==> src/rtl/ej2_defs.sv <==
// Shared definitions for the ej2 serializer and the ej2a detector bench.
package ej2_defs;
   localparam int DEF_WIDTH = 8;

   typedef enum logic {
      S_IDLE  = 1'b0,
      S_SHIFT = 1'b1
   } state_t;
endpackage

==> src/rtl/ej2_serializer.sv <==
// Parallel-to-serial stage feeding the ej2a detector: valid/ready word load,
// one bit per clock on w, back-to-back words stream with no idle gap.
module ej2_serializer
   import ej2_defs::*;
#(
   parameter int   WIDTH     = DEF_WIDTH,
   parameter bit   MSB_FIRST = 1'b1,
   parameter logic IDLE_BIT  = 1'b0
) (
   input  logic             clk,
   input  logic             reset,
   input  logic [WIDTH-1:0] data_in,
   input  logic             load,
   output logic             ready,
   output logic             w,
   output logic             w_valid,
   output logic             done
);
   localparam int             CW   = (WIDTH > 1) ? $clog2(WIDTH) : 1;
   localparam logic [CW-1:0]  LAST = CW'(WIDTH - 1);

   state_t           r_state, w_nxt_state;
   logic [WIDTH-1:0] r_sr, w_nxt_sr;
   logic [CW-1:0]    r_cnt, w_nxt_cnt;
   logic             r_w, r_w_valid, r_done;
   logic             w_accept, w_last, w_nxt_bit;

   // r_done is high exactly in last-bit cycles, so ready never sees load.
   assign w_last   = (r_cnt == LAST);
   assign ready    = (r_state == S_IDLE) || r_done;
   assign w_accept = load && ready;

   assign w       = r_w;
   assign w_valid = r_w_valid;
   assign done    = r_done;

   always_ff @(posedge clk or posedge reset) begin
      if (reset) begin
         r_state   <= S_IDLE;
         r_sr      <= '0;
         r_cnt     <= '0;
         r_w       <= IDLE_BIT;
         r_w_valid <= 1'b0;
         r_done    <= 1'b0;
      end else begin
         r_state   <= w_nxt_state;
         r_sr      <= w_nxt_sr;
         r_cnt     <= w_nxt_cnt;
         r_w       <= (w_nxt_state == S_SHIFT) ? w_nxt_bit : IDLE_BIT;
         r_w_valid <= (w_nxt_state == S_SHIFT);
         r_done    <= (w_nxt_state == S_SHIFT) && (w_nxt_cnt == LAST);
      end
   end

   always_comb begin
      w_nxt_state = r_state;
      w_nxt_sr    = r_sr;
      w_nxt_cnt   = r_cnt;
      case (r_state)
         S_IDLE: begin
            if (w_accept) begin
               w_nxt_sr    = data_in;
               w_nxt_cnt   = '0;
               w_nxt_state = S_SHIFT;
            end
         end
         S_SHIFT: begin
            if (w_last && w_accept) begin
               w_nxt_sr  = data_in;
               w_nxt_cnt = '0;
            end else if (w_last) begin
               w_nxt_state = S_IDLE;
            end else begin
               w_nxt_sr  = MSB_FIRST ? (r_sr << 1) : (r_sr >> 1);
               w_nxt_cnt = r_cnt + CW'(1);
            end
         end
         default: w_nxt_state = S_IDLE;
      endcase
      // Output bit is registered, so look ahead at the next shift-register head.
      w_nxt_bit = MSB_FIRST ? w_nxt_sr[WIDTH-1] : w_nxt_sr[0];
   end
endmodule

==> config.mk <==
export PLATFORM = sky130hd
export DESIGN_NAME = ej2_serializer
export DESIGN_NICKNAME = d
export VERILOG_FILES = /design/src/rtl/ej2_defs.sv /design/src/rtl/ej2_serializer.sv
export SDC_FILE = /design/constraint.sdc
export NUM_CORES = 1
export LEC_CHECK = 0
export ABC_AREA = 0
export BUFFER_PORTS_ARGS = -buffer_cell sky130_fd_sc_hd__buf_2
export CAP_MARGIN = 20
export CORE_MARGIN = 8
export CORE_UTILIZATION = 40
export DETAILED_ROUTE_END_ITERATION = 16
export PLACE_DENSITY = 0.63
export RECOVER_POWER = 25
export SYNTH_ARGS = -nofsm -noshare
export SYNTH_HDL_FRONTEND = slang
export SYNTH_SLANG_ARGS = --single-unit
==> constraint.sdc <==
create_clock -name clk -period 2.8 [get_ports clk]
set_input_delay 0.84 -clock clk [delete_from_list [all_inputs] [get_ports clk]]
set_output_delay 0.84 -clock clk [all_outputs]
set_load 0.03 [all_outputs]
==> summary.md <==
| Metric | Value |
|---|---|
| Status | `complete, no violations` |
| Die area | `0.00316 sq mm` |
| Clk slew on worst S/H paths | `about 0.08 ns` |
| Drt wl/cell | `~13 um` |
| Syn_area_per_cell | `between 10 and 15 sq um` |
| # IOs | `15` |
| CP Class | `reg -> out` |
| Core Region | `0.00151 sq mm` |
| Initial core utilization | `approximately 43%` |
| Vias in the first global route | `490` |
| Cell count after synthesis | `63` |
| Setup Buffers After CTS | `0` |
| Largest net degree at the start of global routing | `14` |
| Worst r2r path cells | `4` |
| CP bufs+invs | `2` |
| Synth Cell Area | `between 600 and 700 sq um` |
| Skew final | `0.00130 ns` |
| Htree depth | `1` |
| RSZ-0062 raised after global routing | `no` |
| Port Buf Inserts | `14` |
| Overflow after GRT | `0` |
| Distinct cells, synth | `22` |
| Final number of setup-violating endpoints | `0` |
| Most common cell after layout, fill and taps aside | `buf_2` |
| Ys async rst share | `100%` |
| Clk sink count | `13` |
| Total power | `0.906 mW` |
| Max rail drop VDD | `roughly 0.00044 V` |
| Synth Flop Type | `dfrtp_1` |
| Slew @ Worst Pin | `0.491 ns` |
| CP required | `approximately 2.0 ns` |
| Share of layout cells above drive strength 1 | `between 20% and 30%` |
| Hold_buf cts | `0` |
| Final ANT Viol Nets | `0` |
| Resized cells post-CTS | `0` |
| Worst path depth | `3` |
| Hold path depth | `1` |
| Chip Width | `approximately 56 um` |
| Max Cap Violations | `0` |
| Post-Route Setup TNS | `0 ns` |
| Final RePlAce weighted congestion | `between 0.7 and 0.8` |
| Die Span Y | `around 56 um` |
| Worst setup EP type | `output port` |
| Worst slew margin | `approximately two thirds` |
| First-pass GRT wire length | `~2.2 mm` |
| Number of flops mapped to enable cells by yosys | `0` |
| Arrival time worst endpoint | `between 1 and 1.5 ns` |
| P_leak | `between 0.3 and 0.4 nW` |
| Via count | `about 500` |
| Diodes inserted | `0` |
| Layout Nets | `91` |
| Row count | `14` |
| DRC | `0` |
| Initial antenna violation count | `0` |
| Register area share after synthesis | `50.4%` |
| Drt total wl | `between 1 and 1.5 mm` |
| Ys Warns | `0` |
| Fmax | `between 400 and 500 MHz` |
| Hold Crit Class | `reg -> reg` |
| Area grow syn2layout | `14.3%` |
| Power Dens Cells | `1230 mW/mm^2` |
| Final Slew Violations | `0` |
| Top cell family by delay on the critical path | `flip-flops` |
| Clk root buf | `clkbuf_4` |
| DRT Pass-1 Iters | `4` |
| CP Launch Type | `register` |
| Final Hold Vio Count | `0` |
| Clock buffer depth | `2` |
| Crit path time final | `2.09 ns` |
| Starting DRT DRC Count | `15` |
| Syn nets | `75` |
| Gr usage total | `~8.4%` |
| CP Max Fanout | `9` |
| Most frequent cells in the layout | `buf_2, dfrtp_1, o21ai_0, a21oi_1` |
| Yosys reg bits | `13` |
| Via density | `5.31` |
| Crit share post-route | `74.7%` |
| Critical path's slowest cell | `dfrtp_1` |
| CTS tree | `built` |
| Fillcell total | `140` |
| CTS Buf Count | `3` |
| CP peak stage delay | `between 0.4 and 0.5 ns` |
| Worst path cell trace | `nor2b_4 -> inv_6 -> buf_2` |
| Clk_lat worst skew | `0.27 ns` |
-- worst reg2reg max path, delay by kind of cell (launching register included) --
family          cells  cell delay, ns
mux                 1            0.27
flops               1            0.41
fa+ha+maj           1            0.29
compound gates      2            0.42
-- kinds of logic after synthesis --
| kind of cell | count (synthesis) | synth area share [%] |
|---|---|---|
| compound gates | 27 | 27.7 |
| xor+xnor | 1 | 1.36 |
| fa+ha+maj | 1 | 1.94 |
| buf+inv | 7 | 6.78 |
| flops | 13 | 50.4 |
| mux | 1 | 1.74 |
| simple gates | 13 | 10.1 |
-- stage by stage --
step | util [%] | hold slack, ns | std cells | worst slack [ns] | cell area [sq um]
final | 49.0 | 0.483 | 94 | 0.707 | 738
after global routing | 49.0 | 0.496 | 94 | 0.619 | 738
after CTS | 49.0 | 0.481 | 94 | 0.700 | 738
after detailed placement | 47.3 | 0.471 | 90 | 1.00 | 712
after global placement | 47.3 | 0.468 | 90 | 1.02 | 712
after floorplan | - | 0.443 | 63 | 1.02 | 646
-- layer usage --
| metal | track usage (%) | vias up | routed length [um] |
|---|---|---|---|
| met3 | 2.97 | 2 | 62 |
| met1 | 11.1 | 232 | 626 |
| met5 | 0 | - | 0 |
| li1 | - | 256 | - |
| met4 | 3.09 | 0 | 9 |
| met2 | 11.9 | 9 | 551 |
-- power breakdown --
group | internal (mW) | switching, mW
sequential | 0.276 | 0.0572
clock | 0.0550 | 0.0585
combinational | 0.190 | 0.269
total | 0.521 | 0.385
-- sequential cells by signal, indices dropped and copies added, names as in the netlist --
name     flops
r_cnt        3
w_valid      1
r_sr         7
w            1
done         1
-- cell usage after synthesis (2+ instances only) --
master / instances / share of area, %
nor2_1: 6 / 3.5
inv_1: 3 / 1.7
nand3_1: 2 / 1.6
a21oi_1: 8 / 6.2
o21ai_0: 8 / 6.2
nand2_1: 3 / 1.7
dfrtp_1: 13 / 50
a31oi_1: 6 / 5.8
-- area by class of cell --
| type | instances | area [sq um] | area share (%) |
|---|---|---|---|
| Inverter | 4 | 20.0 | 2.71 |
| Tap cell | 16 | 20.0 | 2.71 |
| Timing Repair Buffer | 14 | 70.1 | 9.49 |
| Multi-Input combinational cell | 43 | 277 | 37.5 |
| Sequential cell | 13 | 325 | 44.1 |
| Clock buffer | 4 | 26.3 | 3.56 |
-- worst paths after layout --
check,startpoint,end,slack [ns]
min,r_cnt[0]$_DFF_PP0_,done$_DFF_PP0_,0.48
min reg2reg,r_cnt[0]$_DFF_PP0_,done$_DFF_PP0_,0.48
min in group asynchronous,reset,r_cnt[2]$_DFF_PP0_,0.58
max reg2reg,r_cnt[0]$_DFF_PP0_,r_cnt[0]$_DFF_PP0_,1.31
max,w_valid$_DFF_PP0_,ready,0.71
max in group asynchronous,reset,w$_DFF_PP0_,1.89
Note: power is estimated with default switching activity, not from simulation.
